==> src/rtl/instr_mem_loader.sv <==
// instr_mem_loader: byte-stream program loader that assembles little-endian words into the instruction memory.
// Optional trailing XOR checksum byte enabled with `define LOADER_CHECKSUM_EN.
module instr_mem_loader #(
    parameter int unsigned DEPTH = 32
) (
    input  logic        clk,
    input  logic        reset,
    input  logic        i_Start,
    input  logic        i_Valid,
    input  logic [7:0]  i_Byte,
    output logic        o_Ready,
    output logic        o_MemWrite,
    output logic [31:0] o_Address,
    output logic [31:0] o_WriteData,
    output logic        o_CpuHold,
    output logic        o_Done,
    output logic        o_Error
);

    localparam int unsigned IDX_W = 8;
    localparam logic [IDX_W-1:0] DEPTH_N = IDX_W'(DEPTH);

    typedef enum logic [2:0] {
        S_IDLE  = 3'd0,
        S_HDR   = 3'd1,
        S_DATA  = 3'd2,
        S_WRITE = 3'd3,
        S_CHK   = 3'd4,
        S_DONE  = 3'd5,
        S_ERROR = 3'd6
    } state_t;

    state_t           state_q;
    logic [IDX_W-1:0] cnt_q;
    logic [IDX_W-1:0] widx_q;
    logic [IDX_W-1:0] addr_idx_q;
    logic [1:0]       bidx_q;
    logic [31:0]      word_q;
`ifdef LOADER_CHECKSUM_EN
    logic [7:0]       chk_q;
`endif

    logic accept;

    // Outputs are pure decodes of registered state; no path from i_Valid to o_Ready.
    assign o_Ready     = (state_q == S_HDR) || (state_q == S_DATA) || (state_q == S_CHK);
    assign o_MemWrite  = (state_q == S_WRITE);
    assign o_Done      = (state_q == S_DONE);
    assign o_Error     = (state_q == S_ERROR);
    assign o_CpuHold   = (state_q != S_IDLE);
    assign o_Address   = {22'b0, addr_idx_q, 2'b00};
    assign o_WriteData = word_q;

    assign accept = i_Valid & o_Ready;

    always_ff @(posedge clk or negedge reset) begin
        if (!reset) begin
            state_q    <= S_IDLE;
            cnt_q      <= '0;
            widx_q     <= '0;
            addr_idx_q <= '0;
            bidx_q     <= '0;
            word_q     <= '0;
`ifdef LOADER_CHECKSUM_EN
            chk_q      <= '0;
`endif
        end else begin
            case (state_q)
                S_IDLE, S_ERROR: begin
                    if (i_Start) begin
                        state_q <= S_HDR;
                    end
                end
                S_HDR: begin
                    if (accept) begin
                        cnt_q  <= i_Byte;
                        widx_q <= '0;
                        bidx_q <= '0;
                        word_q <= '0;
`ifdef LOADER_CHECKSUM_EN
                        chk_q  <= i_Byte;
`endif
                        if ((i_Byte == 8'd0) || (i_Byte > DEPTH_N)) begin
                            state_q <= S_ERROR;
                        end else begin
                            state_q <= S_DATA;
                        end
                    end
                end
                S_DATA: begin
                    if (accept) begin
                        word_q[{bidx_q, 3'b000} +: 8] <= i_Byte;
                        bidx_q                        <= bidx_q + 2'd1;
`ifdef LOADER_CHECKSUM_EN
                        chk_q                         <= chk_q ^ i_Byte;
`endif
                        // Snapshot the address so it never shows the post-increment index.
                        if (bidx_q == 2'd3) begin
                            addr_idx_q <= widx_q;
                            state_q    <= S_WRITE;
                        end
                    end
                end
                S_WRITE: begin
                    widx_q <= widx_q + 8'd1;
                    if ((widx_q + 8'd1) == cnt_q) begin
`ifdef LOADER_CHECKSUM_EN
                        state_q <= S_CHK;
`else
                        state_q <= S_DONE;
`endif
                    end else begin
                        state_q <= S_DATA;
                    end
                end
`ifdef LOADER_CHECKSUM_EN
                S_CHK: begin
                    if (accept) begin
                        state_q <= (i_Byte == chk_q) ? S_DONE : S_ERROR;
                    end
                end
`endif
                S_DONE: begin
                    state_q <= S_IDLE;
                end
                default: begin
                    state_q <= S_IDLE;
                end
            endcase
        end
    end

endmodule
==> config.mk <==
export PLATFORM = sky130hd
export DESIGN_NAME = instr_mem_loader
export DESIGN_NICKNAME = d
export VERILOG_FILES = /design/src/rtl/instr_mem_loader.sv
export SDC_FILE = /design/constraint.sdc
export NUM_CORES = 1
export LEC_CHECK = 0
export BUFFER_PORTS_ARGS = -buffer_cell sky130_fd_sc_hd__buf_2
export CAP_MARGIN = 20
export CORE_MARGIN = 2
export CORE_UTILIZATION = 57
export DETAILED_ROUTE_END_ITERATION = 8
export PLACE_DENSITY = 0.88
export SETUP_SLACK_MARGIN = 0.1
export SYNTH_ARGS = -nofsm -noshare
export SYNTH_HDL_FRONTEND = slang
export SYNTH_SLANG_ARGS = --single-unit
==> constraint.sdc <==
create_clock -name clk -period 4.25 [get_ports clk]
set_clock_uncertainty 0.05 [all_clocks]
set_input_delay 0.85 -clock clk [delete_from_list [all_inputs] [get_ports clk]]
set_output_delay 0.85 -clock clk [all_outputs]
set_load 0.05 [all_outputs]
==> out/summary.md <==
The run finished with clean final reports. The run gives 9 as the total CTS buffers. For this design the total switching power over the nets is 1.189 mW. The chip width was 77.92 µm; the total number of vias was 2430. The worst setup path startpoint is state_q[2].

Switching fraction of total power: 0.4676. The core box area came out at 5205 µm². The synthesized netlist occupies a cell area of 3114 µm². The total overflow left after global routing is 0. After detailed routing, the average wire length per cell comes to 16.32 µm. The logs give 340 ps for the clock network latency to the later pin of the worst-skew pair and 0 for the final setup violation count.

The worst hold path belongs to the class in -> async. In the post-synthesis netlist, the cell with the most instances is sky130_fd_sc_hd__dfrtp_1. Ranked by instance count, the synthesized netlist is headed by 61 x sky130_fd_sc_hd__dfrtp_1, 36 x sky130_fd_sc_hd__nand2_1, 33 x sky130_fd_sc_hd__a22o_1, 26 x sky130_fd_sc_hd__buf_4, 16 x sky130_fd_sc_hd__o21ai_0.

The tools report the kind of end point of the critical path as a primary output. The run gives 1526 µm² as the area taken by flip-flops and latches. For the count of H-tree levels built during CTS, the log shows 3. The flop-to-flop setup slack was 1630 ps; the routability-driven placement congestion ratio was 0.8584. The worst-case IR drop observed on VDD is 0.3895 mV. The share of layout cells above drive strength 1 is 0.2686.

In the routed design, unresolved DRC markers number 0. Clock-pin slew on the worst setup and hold paths: 70 ps. Post-CTS repair changed the size of 0 cells. The tools report the overall die area as 6071 µm².

Via count of the first global-routing pass: 2307. During synthesis, Yosys emitted a total of 0 warnings. The post-synthesis register bit count is 61. The number of cells on the worst reg-to-reg path is 4, and the number of cell rows is 26. Walking the worst path, the cells encountered are nand3b_1 > clkinv_1 > buf_2. The power share of the sequential group is 0.363, and the routed length on met3 is 381 µm.

The tools report the number of pins exceeding their max-slew limit in the final report as 0. Number of buffer cells added on primary ports: 56. The tools report the deepest clock path buffer count as 2. Number of maximum-capacitance violations: 0.

Among all flip-flop cells after synthesis, the most frequent one is sky130_fd_sc_hd__dfrtp_1. DRC violation total after the first TritonRoute iteration: 135. The minimum clock period after layout is 2993 ps. On the worst path, the slowest cell contributes a delay of 700 ps. The power share of the combinational group was 0.443. The growth of design area from synthesis to finish is 13.22%.

In the routed layout, each cell is associated on average with a via count of 5.786. The tools report the origin of the critical flop-to-flop path as state_q[2]. For the part of the power in the clock network, the log shows 0.194. STA classifies the critical path startpoint as a flip-flop. After layout, the worst setup slack is 1257 ps. The synthesized design spends more area on one cell type than any other, namely sky130_fd_sc_hd__dfrtp_1. In this run the worst setup path terminates at o_MemWrite. The maximum number of pins on one net before global-route repair is 36, and the reported leakage power is 1.850 nW. The initial core utilization is 0.5983. Setup repair after global routing left no endpoint under its margin. For the worst setup path, the data required time is 3350 ps. After clock tree synthesis, the setup repair step added 0 buffers.

The uppermost signal routing layer after detailed routing is met4. Measured along the y axis, the die boundary spans 77.92 µm. Share of the yosys chip area belonging to registers: 0.4902. Transition time at the pin with the least slew margin: 739.0 ps. The filler cell count in the final layout was 401. TritonCTS built the clock tree. The run gives 4 as the count of TritonRoute iterations in the first routing pass.

The cell with the largest stage delay on the worst path is sky130_fd_sc_hd__dfrtp_1. The number of clock sinks was 61. The logs give 2.974 mm for the met1 wire length and 290 for the post-synthesis instance total.

The detail route stage leaves a number of antenna-violating nets equal to 0. The logs give 11.38 mm for the wire length of the first global-routing pass and 334.1 MHz for the highest clock rate. The number of synthesized flops with an enable pin is 0, and the portion of synthesized cell area occupied by the leading cell type is 0.4902. The power per cell area was 721.3 nW/µm²; the hold buffer count at cts was 0. By area the synthesized netlist is led by sky130_fd_sc_hd__dfrtp_1 49%, sky130_fd_sc_hd__a22o_1 9.3%, sky130_fd_sc_hd__buf_4 6.3%, sky130_fd_sc_hd__nand2_1 4.3%, sky130_fd_sc_hd__mux2_2 4.0%.

The part of the cycle the worst path needs is 0.7042. Worst flop-to-flop path endpoint: o_WriteData[25]. In this run the worst path has a maximum fanout of 16. The global routing usage summed across all routing layers came out at 0.2435. The proportion of register bits with asynchronous set or reset after synthesis is 1.000, and the worst relative slew slack is 0.5063. CTS placed an instance of sky130_fd_sc_hd__clkbuf_8 at the clock tree root. Number of antenna diodes: 0. The tools report the wire length after detailed routing as 6.854 mm.

Category of the critical setup timing path: reg -> out. The internal portion of the total power is 1.354 mW. For the I/O pin count, the log shows 81. The wire-length estimate of the detail-placed layout is 4.834 mm. Synthesis instantiated 53 different standard cells from the library. The mean cell area of the mapped netlist works out to 10.74 µm². STA puts the critical path data arrival time at 2090 ps.

The run gives 1405 µm² as the multi-input logic area. The number of hold violations in the final report was 0; the number of antenna violations at the first check in global routing was 0. The final setup TNS is 0 ps. The routed design uses 3.341 mm of met2 wire.

Before CTS, the worst setup slack after placement is 1330 ps. The run gives 362 as the number of nets in the finished design.
power groups by stage:
stage / sequential [mW] / combinational (mW) / clock, mW
global route: 0.948 / 1.21 / 0.521
global placement: 0.920 / 1.09 / 0
detailed placement: 0.928 / 1.12 / 0
CTS: 0.919 / 1.13 / 0.498
floorplan: 1.16 / 0.663 / 0
finish: 0.923 / 1.13 / 0.493
cell type report:
type | instances | area share
timing repair buffer | 57 | 0.08162
multi-input combinational | 210 | 0.3985
inverter | 6 | 0.006388
tap | 70 | 0.02484
clock buffer | 12 | 0.04684
sequential | 61 | 0.4329
clock inverter | 4 | 0.008872
metrics by stage:
step	hold slack (ps)	std cells	instance area [µm²]	power [mW]	utilization
after floorplan	412.7	313	3201	1.827	-
after global placement	434.8	404	3329	2.011	0.6397
after detailed placement	436.4	404	3329	2.052	0.6397
after CTS	454.6	420	3526	2.546	0.6774
after global routing	471.2	420	3526	2.678	0.6774
final	452.3	420	3526	2.543	0.6774
layout by cell type (no fill, tap or decap), types with 3 or more instances in the layout:
master	netlist	final
sky130_fd_sc_hd__clkinvlp_4	0	3
sky130_fd_sc_hd__clkbuf_8	0	12
sky130_fd_sc_hd__a21oi_1	6	6
sky130_fd_sc_hd__a21o_1	5	5
sky130_fd_sc_hd__or3_1	3	3
sky130_fd_sc_hd__a31oi_1	3	3
sky130_fd_sc_hd__xnor2_1	4	4
sky130_fd_sc_hd__mux2_2	11	11
sky130_fd_sc_hd__and4_1	3	3
sky130_fd_sc_hd__xor2_1	7	7
sky130_fd_sc_hd__nand2_1	36	36
sky130_fd_sc_hd__a22o_1	33	33
sky130_fd_sc_hd__nor3_1	4	4
sky130_fd_sc_hd__nand3_1	4	4
sky130_fd_sc_hd__dfrtp_1	61	61
sky130_fd_sc_hd__inv_1	5	5
sky130_fd_sc_hd__conb_1	1	24
sky130_fd_sc_hd__nor2_1	9	9
sky130_fd_sc_hd__buf_2	5	56
sky130_fd_sc_hd__ha_1	5	5
sky130_fd_sc_hd__o21ai_0	16	16
kinds of logic (layout without fill, tap and decap cells):
logic type,count (synthesis),in the layout,synth area share
xor gates and xnor gates,11,11,0.03094
other,1,24,0.001204
muxes,11,11,0.03978
AOI/OAI and AO/OA,78,78,0.1844
adders and majority gates,5,5,0.02009
and+or+nand+nor,81,81,0.1471
buffers and inverters,42,79,0.08638
DFF,61,61,0.4902
per-layer routing:
| metal | track usage | vias to the layer above |
|---|---|---|
| li1 | - | 1109 |
| met1 | 0.3388 | 1203 |
| met2 | 0.3681 | 106 |
| met3 | 0.04651 | 12 |
| met4 | 0.1193 | 0 |
| met5 | 0 | - |
flip-flops by register name, summed over array words and instances, names as in the netlist:
name / flops
bidx_q: 2
cnt_q: 8
addr_idx_q: 8
o_WriteData: 32
widx_q: 8
state_q: 3
worst max-delay path, delay by kind of cell (launching register included):
family | cells | cell delay, ps
DFF | 1 | 700
buffers and inverters | 2 | 640
and+or+nand+nor | 1 | 410
worst min path at each step:
| stage | slack [ps] | cells past startpoint | endpoint | start |
|---|---|---|---|---|
| after CTS | 450 | 2 | cnt_q[1] | cnt_q[1] |
| after global placement | 430 | 1 | addr_idx_q[1] | addr_idx_q[1] |
| after global routing | 470 | 1 | addr_idx_q[3] | addr_idx_q[3] |
| final | 450 | 1 | o_WriteData[11] | reset |
| after detailed placement | 440 | 1 | o_WriteData[24] | o_WriteData[24] |
| after floorplan | 410 | 2 | cnt_q[5] | cnt_q[5] |
No activity file was read; power rests on OpenSTA's default activity.
